`src/rtl/plb_adc_capture.sv`:
```
// plb_adc_capture
// Drives the conversion clock and power-down pin of an external pipelined
// parallel ADC, discards the pipeline-fill samples after each enable, and
// buffers {OTR, sample} words in a small FIFO that the register file pops
// through a one-cycle request / next-cycle valid handshake.

module plb_adc_capture #(
   parameter int DATA_WIDTH = 10,
   parameter int FIFO_AW    = 4,
   parameter int CLK_DIV    = 4,
   parameter int PIPE_LAT   = 5
) (
   input  logic                  Bus2IP_Clk,
   input  logic                  Bus2IP_Reset,
   input  logic [0:DATA_WIDTH-1] S_Data_pin,
   input  logic                  S_OTR_pin,
   output logic                  S_Clkin_pin,
   output logic                  S_PWRDN_pin,
   input  logic                  ctrl_enable,
   input  logic                  rd_req,
   output logic [DATA_WIDTH:0]   rd_data,
   output logic                  rd_valid,
   output logic [FIFO_AW:0]      fifo_count,
   output logic                  fifo_empty,
   output logic                  fifo_full,
   output logic                  overflow,
   input  logic                  clr_overflow
);

   localparam int DEPTH = 2**FIFO_AW;
   localparam int CW    = $clog2(CLK_DIV);
   localparam int DCW   = (PIPE_LAT > 0) ? $clog2(PIPE_LAT + 1) : 1;

   localparam logic [CW-1:0]    CNT_MAX    = CW'(CLK_DIV - 1);
   localparam logic [CW-1:0]    CNT_HALF   = CW'(CLK_DIV / 2);
   localparam logic [DCW-1:0]   DISC_LOAD  = DCW'(PIPE_LAT);
   localparam logic [DCW-1:0]   DISC_LAST  = DCW'(1);
   localparam logic [FIFO_AW:0] COUNT_FULL = (FIFO_AW + 1)'(DEPTH);

   typedef enum logic [1:0] {
      ST_IDLE,
      ST_WARMUP,
      ST_RUN
   } state_t;

   state_t state_q, state_d;

   logic [CW-1:0]       cnt_q, cnt_d;
   logic [DCW-1:0]      disc_q, disc_d;
   logic                clkin_q, clkin_d;
   logic                pwrdn_q, pwrdn_d;
   logic                strobe;

   logic [DATA_WIDTH:0] in_q, in_d;
   logic [DATA_WIDTH:0] mem_q [DEPTH];
   logic [FIFO_AW-1:0]  wr_ptr_q, wr_ptr_d;
   logic [FIFO_AW-1:0]  rd_ptr_q, rd_ptr_d;
   logic [FIFO_AW:0]    count_q, count_d;
   logic                empty_q, empty_d;
   logic                full_q, full_d;
   logic [DATA_WIDTH:0] rd_data_q, rd_data_d;
   logic                rd_valid_q, rd_valid_d;
   logic                ovf_q, ovf_d;
   logic                wr_req, pop, push, drop;

   // State register: capture state and the remaining pipeline-fill discards
   always_ff @(posedge Bus2IP_Clk) begin
      if (Bus2IP_Reset) begin
         state_q <= ST_IDLE;
         disc_q  <= '0;
      end else begin
         state_q <= state_d;
         disc_q  <= disc_d;
      end
   end

   // Next state: warm up for the pipeline latency, then run; disable always wins
   always_comb begin
      state_d = state_q;
      disc_d  = disc_q;
      case (state_q)
         ST_IDLE: begin
            if (ctrl_enable) begin
               state_d = (PIPE_LAT == 0) ? ST_RUN : ST_WARMUP;
               disc_d  = DISC_LOAD;
            end
         end
         ST_WARMUP: begin
            if (strobe) begin
               disc_d = disc_q - 1'b1;
               if (disc_q == DISC_LAST) begin
                  state_d = ST_RUN;
               end
            end
         end
         ST_RUN: begin
            state_d = ST_RUN;
         end
         default: begin
            state_d = ST_IDLE;
         end
      endcase
      if (!ctrl_enable) begin
         state_d = ST_IDLE;
      end
   end

   // Outputs: divider count, sample strobe, and next values of the ADC pins
   always_comb begin
      strobe = (state_q != ST_IDLE) && (cnt_q == CNT_MAX);
      if ((state_d == ST_IDLE) || (state_q == ST_IDLE) || (cnt_q == CNT_MAX)) begin
         cnt_d = '0;
      end else begin
         cnt_d = cnt_q + 1'b1;
      end
      pwrdn_d = (state_d == ST_IDLE);
      clkin_d = (state_d != ST_IDLE) && (cnt_d < CNT_HALF);
   end

   // Divider and ADC pin registers; the pins reflect the count of the same cycle
   always_ff @(posedge Bus2IP_Clk) begin
      if (Bus2IP_Reset) begin
         cnt_q   <= '0;
         clkin_q <= 1'b0;
         pwrdn_q <= 1'b1;
      end else begin
         cnt_q   <= cnt_d;
         clkin_q <= clkin_d;
         pwrdn_q <= pwrdn_d;
      end
   end

   // FIFO control: write on RUN strobes, pop on request, drop only when full without a pop
   always_comb begin
      in_d   = {S_OTR_pin, S_Data_pin};
      wr_req = strobe && (state_q == ST_RUN);
      pop    = rd_req && (count_q != '0);
      push   = wr_req && ((count_q != COUNT_FULL) || pop);
      drop   = wr_req && (count_q == COUNT_FULL) && !pop;

      wr_ptr_d = push ? (wr_ptr_q + 1'b1) : wr_ptr_q;
      rd_ptr_d = pop  ? (rd_ptr_q + 1'b1) : rd_ptr_q;

      count_d = count_q;
      if (push && !pop) begin
         count_d = count_q + 1'b1;
      end else if (pop && !push) begin
         count_d = count_q - 1'b1;
      end
      empty_d = (count_d == '0);
      full_d  = (count_d == COUNT_FULL);

      rd_data_d  = pop ? mem_q[rd_ptr_q] : rd_data_q;
      rd_valid_d = pop;

      ovf_d = drop ? 1'b1 : (clr_overflow ? 1'b0 : ovf_q);
   end

   // Input capture, FIFO bookkeeping and read-port registers
   always_ff @(posedge Bus2IP_Clk) begin
      if (Bus2IP_Reset) begin
         in_q       <= '0;
         wr_ptr_q   <= '0;
         rd_ptr_q   <= '0;
         count_q    <= '0;
         empty_q    <= 1'b1;
         full_q     <= 1'b0;
         rd_data_q  <= '0;
         rd_valid_q <= 1'b0;
         ovf_q      <= 1'b0;
      end else begin
         in_q       <= in_d;
         wr_ptr_q   <= wr_ptr_d;
         rd_ptr_q   <= rd_ptr_d;
         count_q    <= count_d;
         empty_q    <= empty_d;
         full_q     <= full_d;
         rd_data_q  <= rd_data_d;
         rd_valid_q <= rd_valid_d;
         ovf_q      <= ovf_d;
      end
   end

   // Sample storage; stale contents are harmless because the pointers reset
   always_ff @(posedge Bus2IP_Clk) begin
      if (push) begin
         mem_q[wr_ptr_q] <= in_q;
      end
   end

   assign S_Clkin_pin = clkin_q;
   assign S_PWRDN_pin = pwrdn_q;
   assign rd_data     = rd_data_q;
   assign rd_valid    = rd_valid_q;
   assign fifo_count  = count_q;
   assign fifo_empty  = empty_q;
   assign fifo_full   = full_q;
   assign overflow    = ovf_q;

endmodule

```
`config.mk`:
```
export PLATFORM = sky130hd
export DESIGN_NAME = plb_adc_capture
export DESIGN_NICKNAME = d
export VERILOG_FILES = /design/src/rtl/plb_adc_capture.sv
export SDC_FILE = /design/constraint.sdc
export NUM_CORES = 1
export LEC_CHECK = 0
export CAP_MARGIN = 20
export CORE_MARGIN = 4
export CORE_UTILIZATION = 35
export CTS_BUF_LIST = sky130_fd_sc_hd__clkbuf_16
export DETAILED_ROUTE_END_ITERATION = 6
export PLACE_DENSITY = 0.55
export SLEW_MARGIN = 20
export SYNTH_ARGS = -nofsm -noshare
export SYNTH_HDL_FRONTEND = slang
export SYNTH_SLANG_ARGS = --single-unit
```
`constraint.sdc`:
```
create_clock -name Bus2IP_Clk -period 3.05 [get_ports Bus2IP_Clk]
set_input_delay 0.4575 -clock Bus2IP_Clk [delete_from_list [all_inputs] [get_ports Bus2IP_Clk]]
set_output_delay 0.4575 -clock Bus2IP_Clk [all_outputs]
set_load 0.01 [all_outputs]
```
-- Word level (Yosys, flattened, before mapping)
Memory sizes are Yosys's and may differ from the RTL's. A register that Yosys moved wholly into a read port is not among the register bits.
Index checks and enable logic that the tools add are counted.
- muxes and demuxes: 14
- equality and inequality tests: 9
- order comparisons: 1
- add/subtract/negate cells: 6
- reductions and logical operators: 23
- operator list (kind ; count):
    $eq 5x5->1 const B ; 2
    $mux 5 ; 2
    $logic_and 1x1->1 ; 9
    $add 4x1->4 const B ; 2
    $mux 2 ; 4
    $reduce_bool 2->1 ; 4
    $mux 3 ; 2
    $pmux 2 s3 ; 1
    $pmux 3 s2 ; 1
    $add 5x1->5 const B ; 1
    $logic_not 5->1 ; 1
    $ne 5x5->1 const B ; 1
    $reduce_bool 5->1 ; 1
    $sub 5x1->5 const B ; 1
    $eq 2x2->1 const B ; 2
    $logic_not 2->1 ; 2
    $mux 1 ; 4
    $ne 2x2->1 const B ; 2
    $eq 3x1->1 const B ; 1
    $logic_or 1x1->1 ; 3
    $reduce_and 3->1 ; 1
    $sub 3x1->3 const B ; 1
    $add 2x1->2 const B ; 1
    $eq 2x1->1 const B ; 1
    2 further kinds ; 3
- register bits after elaboration: 37
- bits of input ports: 16
- memories: 1
- output and inout bits: 22
- RAM bits: 176
- logic and storage cells: 67
- memory list (name ; depth ; width ; rd ports ; clocked after Yosys merged registers in ; write ports ; line ; RTL):
    mem_q ; 16 ; 11 ; 1 ; 1 ; 1 ; 55 ; logic [DATA_WIDTH:0] mem_q [DEPTH];

-- Logic depth before layout (Yosys ltp)
Gate-level depths: netlist of run 1.
- depth after elaboration: 11
- mapped depth: 8
- depth with buffers taken out: 8

-- Worst setup path after synthesis of run 1
OpenSTA, ideal clock, no wires.
- path type: register -> register
- start: register count_q[0] (netlist: fifo_count[0])
- end: memory mem_q[3][0] in the netlist's numbering, enable pin
- stages on the path, launching flop included: 6
- clock period less this slack: 2529 ps
- library setup time: 393 ps
- arrival: 2136 ps
- required time: 2657 ps
- setup slack: 521 ps
- buffers on the path: 0
- cells stage by stage: dfxtp_1 > inv_1 > ha_1 > a31oi_2 > nand2_1 > nor3_1
- word-level cells in the longest chain between the ends: 6
- elaborated cells on any way between the ends: 7
- classes of those cells: eq/ne (1); mux (2); reduce/logical (4)
- ends and longest elaborated chain (element ; line ; RTL):
    from (decl) ; 58 ; logic [FIFO_AW:0] count_q, count_d;
    from (signal assigned) ; 175 ; count_q <= count_d;
    $reduce_bool 5->1 ; 137 ; pop = rd_req && (count_q != '0);
    $logic_and 1x1->1 ; 137 ;
    $logic_or 1x1->1 * ; 138 ; push = wr_req && ((count_q != COUNT_FULL) || pop);
    $logic_and 1x1->1 * ; 138 ;
    $mux 1 * ; 186 ; if (push) begin
    $mux 1 (not written as such) * ; 187 ; mem_q[wr_ptr_q] <= in_q;
    to (decl) ; 55 ;
Mark *: on every way between the ends. The rest lies on a longest branch, timed or not.

==> results of run 1 <==
[per-stage QoR]
step / cell area [um2] / util, % / setup WS (ns) / power (uW)
floorplan: 8710 / - / 0.521 / 4430
global placement: 9600 / 39.4 / 0.703 / 4880
detailed placement: 9600 / 39.4 / 0.652 / 4900
CTS: 10300 / 42.0 / 0.738 / 7370
global route: 10300 / 42.0 / 0.538 / 7600
finish: 10300 / 42.0 / 0.752 / 7240
[cells by family after synthesis]
| family | count (synthesis) | share of synthesized area [%] |
|---|---|---|
| adders and majority gates | 12 | 1.69 |
| AOI/OAI and AO/OA | 34 | 2.46 |
| xor gates and xnor gates | 11 | 1.11 |
| buffers and inverters | 33 | 1.78 |
| DFF | 224 | 71.7 |
| and+or+nand+nor | 119 | 6.81 |
| muxes | 57 | 14.5 |
[placed cells by master (no fill, tap or decap), drive strengths merged, types with 11 or more instances in the layout]
cell and n:
buf 27, nor2b 16, mux4 55, inv 19
clkbuf 23, nand2 37, a21oi 20, edfxtp 176
dfxtp 48, ha 11, nor2 34, clkdlybuf4s50 36
[flip-flops by register name, indices dropped and copies added (netlist names), 2 cells and up]
| register | count |
|---|---|
| in_q | 11 |
| fifo_count | 5 |
| rd_ptr_q | 4 |
| state_q | 2 |
| disc_q | 3 |
| rd_data | 11 |
| mem_q | 176 |
| cnt_q | 2 |
| wr_ptr_q | 4 |
[layer usage]
metal / wire, um / vias to the layer above
li1: - / 2039
met1: 7720 / 2265
met2: 8830 / 96
met3: 817 / 27
met4: 284 / 0
met5: 0 / -
[power by group through the flow]
stage,Clock (uW),Combinational [uW],Sequential (uW)
2_1_floorplan,0,866,3560
3_3_place_gp,0,1250,3630
3_5_place_dp,0,1260,3640
4_1_cts,2520,1270,3580
5_1_grt,2660,1350,3600
6_report,2430,1240,3570
[final cells by class]
cell class,count,area (um2)
Clock inverter,18,76.3
Clock buffer,23,576
Timing Repair Buffer,63,586
Tap cell,324,405
Inverter,8,30.0
Sequential cell,224,6250
Fill cell,2165,14100
Multi-Input combinational cell,233,2330
[final timing paths]
| check | endpoint | cells after the start |
|---|---|---|
| worst min register to register | cnt_q[0] | 1 |
| worst max-delay path | rd_data[6] | 5 |
| worst max register to register | rd_data[6] | 5 |
| worst min-delay path | cnt_q[0] | 1 |
[worst max-delay path: stages, from the launching register on]
cell	delay [ns]
dfxtp_4	0.60
buf_4	0.28
mux4_2	0.57
mux4_2	0.52
nand2_1	0.10
a21oi_1	0.07
==> results.json, run 1 <==
{
  "instances_no_fill": 893,
  "fin_nets": 580,
  "synth_flop_cell": "edfxtp_1",
  "die_h_um": 166,
  "yosys_warnings": 0,
  "ant_nets": 0,
  "cp.required_ns": 3.41,
  "seq_power_share_pct": 49.3,
  "cts.sinks": 224,
  "p_clk_share_pct": 33.6,
  "busiest_layer": "met2",
  "synthCells": 490,
  "vias": 4427,
  "yosysSeqAreaShare_pct": 71.7,
  "dpl.hpwl_mm": 12.0,
  "antenna_found_initial": 0,
  "die_width_um": 166,
  "reg2reg_slack_ns": 0.75,
  "critPathKind": "reg -> reg",
  "cts_made_buffers": 23,
  "ioPinCount": 38,
  "syn_area_um2": 8710,
  "arrival_ns": 2.66,
  "drc_errors": 0,
  "min_period_ns": 2.30,
  "insertedDiodeCount": 0,
  "synth.distinct_cells": 44,
  "yosys.area.top_type": "edfxtp_1",
  "synth_fp_nets": 517,
  "drtPass1Iterations": 4,
  "fmax_ghz": 0.435,
  "io_buffers": 37,
  "dieArea_um2": 27500,
  "initial_core_util_pct": 35.7,
  "synth_top_area_share_pct": 60.7,
  "grt_pass1_vias": 4659,
  "finalSetupViolations": 0,
  "p_sw_uw": 1830,
  "wire_per_inst_um": 19.8,
  "r2r-start": "rd_ptr_q[0]",
  "cts.htree.levels": 1,
  "use_met3_pct": 2.50,
  "cts-root-buf": "clkbuf_16",
  "grt_overflow": 0,
  "whs_ns": 0.428,
  "finClkSkew_ns": 0.0185,
  "start_kind": "flip-flop",
  "relSlewSlack_pct": 41.1,
  "post-synth-top-count-cell": "edfxtp_1",
  "syn2layout_area_growth_pct": 17.7,
  "wl_mm": 17.7,
  "async_reset_ff_share_pct": 0,
  "grt_start_max_net_pins": 48,
  "place_inst": 852,
  "rsz0062_at_grt": "no",
  "critPathLaunch": "rd_ptr_q[0]",
  "combPwrFrac_pct": 17.1,
  "min_period_over_period_pct": 75.3,
  "finalMaxSlewViolations": 0,
  "grtUsageTotal_pct": 12.8,
  "worstHoldStart": "cnt_q[0]",
  "rows": 57,
  "synth.area.top_cells": "edfxtp_1, mux4_2, dfxtp_1, nand2_1, ha_1",
  "vias_per_cell": 4.96,
  "hold_viol": 0,
  "drv_cap": 0,
  "insertion_delay_ns": 0.51,
  "ys_seq_elements": 224,
  "gp_congestion": 0.748,
  "gr-usage-met2_pct": 21.9,
  "drt_iter0_drc": 247,
  "worstPathMaxFanout": 19,
  "cts-resized-gates": 0,
  "drive_gt1_share_pct": 21.1,
  "syn_area_per_cell_um2": 17.8,
  "cts_tree": "yes",
  "coreArea_um2": 24400,
  "postCtsHoldBufs": 0,
  "leakagePower_uw": 0.00354,
  "synth_edf_count": 176,
  "grt_pass1_wl_mm": 27.4,
  "intPower_uw": 5410,
  "critPathCaptureType": "flip-flop",
  "p_per_area_nw_per_um2": 706,
  "min_path_type": "reg -> reg",
  "status": "complete, no violations",
  "post_cts_buffers": 0,
  "globalRouteMet1Util_pct": 16.9,
  "ir_drop_uv": 307,
  "cts.clk_slew.worst_paths_ns": 0.06,
  "netSwitchingFraction_pct": 25.3,
  "synthTopCellsByCount": "edfxtp_1, mux4_2, dfxtp_1",
  "tightestPinTransition_ns": 0.882,
  "cts_buffer_depth": 3,
  "fin_setup_tns_ns": 0
}
(Power assumes the default switching activity.)
==> run 2, diff against run 1 <==
==> constraint.sdc (replaced) <==
create_clock -name Bus2IP_Clk -period 2.3 [get_ports Bus2IP_Clk]
set_input_delay 0.345 -clock Bus2IP_Clk [delete_from_list [all_inputs] [get_ports Bus2IP_Clk]]
set_output_delay 0.345 -clock Bus2IP_Clk [all_outputs]
set_load 0.01 [all_outputs]
==> results.json, run 2 (synthesis gave the netlist of run 1 again) <==
{
  "status": "complete, no violations",
  "cts_buffer_depth": 3,
  "cts-root-buf": "clkbuf_16",
  "p_total_uw": 10300,
  "drt_iter0_drc": 307,
  "coreArea_um2": 24400,
  "cp.required_ns": 2.51,
  "finClkSkew_ns": 0.0131,
  "dieArea_um2": 27500,
  "cts_tree": "yes",
  "largest_reg_flops": 176,
  "dpl.hpwl_mm": 12.4,
  "ir_drop_uv": 562,
  "cts.sinks": 224,
  "leakagePower_uw": 0.00367,
  "ant_nets": 0,
  "rsz0062_at_grt": "no",
  "vias_per_cell": 4.96,
  "arrival_ns": 2.37,
  "grt_start_max_net_pins": 48,
  "final_area_um2": 10500,
  "min_period_ns": 2.16,
  "fmax_ghz": 0.464,
  "grt_pass1_vias": 4764,
  "wire_per_inst_um": 19.3,
  "grt_overflow": 0,
  "place_area_um2": 9700,
  "tightestPinTransition_ns": 0.682,
  "start_kind": "flip-flop",
  "ioPinCount": 38,
  "cts-resized-gates": 0,
  "insertedDiodeCount": 0,
  "regArea_um2": 6250,
  "insertion_delay_ns": 0.51,
  "finalSetupViolations": 0,
  "path_cells": "ha_1 -> nand3b_2 -> a31oi_2 -> nand2_1 -> nor2_1 -> buf_4",
  "die_width_um": 166,
  "worst-path-buf-inv": 1,
  "worst_path_max_delay_cell": "a31oi_2",
  "drive_gt1_share_pct": 23.9,
  "critPathCaptureType": "flip-flop",
  "gr-usage-met2_pct": 21.2,
  "fin_nets": 594,
  "cts.htree.levels": 1,
  "post_cts_buffers": 0,
  "min_path_type": "in -> reg",
  "io_buffers": 37,
  "crit_path_max_incr_delay_ns": 0.35,
  "top_register": "mem_q",
  "relSlewSlack_pct": 54.5,
  "min_period_over_period_pct": 93.8,
  "drtPass1Iterations": 4,
  "antenna_found_initial": 0,
  "vias": 4505,
  "layout.cells.most_common_list": "edfxtp_1, mux4_2, dfxtp_1, nand2_1, clkdlybuf4s50_1",
  "rows": 57,
  "use_met3_pct": 2.26,
  "grtUsageTotal_pct": 12.7,
  "initial_core_util_pct": 35.7,
  "cts.clk_slew.worst_paths_ns": 0.06,
  "worstPathMaxFanout": 6,
  "p_per_area_nw_per_um2": 978,
  "drc_errors": 0,
  "critical-path-top-delay-family": "simple AND/OR/NAND/NOR gates",
  "die_h_um": 166,
  "gp_congestion": 0.752,
  "cts_made_buffers": 25,
  "fin_setup_tns_ns": 0,
  "postCtsHoldBufs": 0,
  "multi_input_area_um2": 2350,
  "hold_viol": 0,
  "grt_pass1_wl_mm": 27.6,
  "busiest_layer": "met2",
  "final_util_pct": 43.2,
  "fillers": 2128,
  "syn2layout_area_growth_pct": 20.9,
  "layout_commonest_cell": "edfxtp_1",
  "finalMaxSlewViolations": 0,
  "critPathKind": "reg -> reg",
  "wl_mm": 17.5,
  "drv_cap": 0,
  "globalRouteMet1Util_pct": 17.2
}
-- run 2: metrics by stage --
| stage | setup WS [ns] | hold slack, ns | instances |
|---|---|---|---|
| 5_1_grt | 0.00896 | 0.392 | 909 |
| 3_3_place_gp | 0.0611 | 0.412 | 864 |
| 3_5_place_dp | 0.0956 | 0.439 | 864 |
| 6_report | 0.144 | 0.365 | 909 |
| 4_1_cts | 0.0766 | 0.375 | 909 |
| 2_1_floorplan | 0.0603 | 0.404 | 490 |
-- run 2: worst paths after layout --
kind,slack [ns],start,to,cells after the start
hold reg to reg,0.44,cnt_q[0],cnt_q[0],1
hold / removal,0.36,Bus2IP_Reset,overflow,2
setup / recovery,0.14,cnt_q[0],mem_q[5][1],6
setup reg to reg,0.14,cnt_q[0],mem_q[5][1],6
-- run 2: area by class of cell --
type | instances | area share (%)
Inverter | 8 | 0.285
Sequential cell | 224 | 59.3
Clock inverter | 20 | 1.82
Multi-Input combinational cell | 233 | 22.3
Clock buffer | 25 | 5.94
Timing Repair Buffer | 75 | 6.53
Tap cell | 324 | 3.85
-- run 2: where the power goes --
part | total [uW] | switching [uW] | internal, uW
combinational | 1760 | 845 | 917
sequential | 4660 | 165 | 4500
clock | 3880 | 1470 | 2410
total | 10300 | 2490 | 7820
-- run 2: metal layers --
| metal | routed length (um) | share of wire (%) |
|---|---|---|
| met5 | 0 | 0 |
| met4 | 435 | 2.5 |
| met3 | 588 | 3.4 |
| met2 | 8600 | 49 |
| met1 | 7890 | 45 |
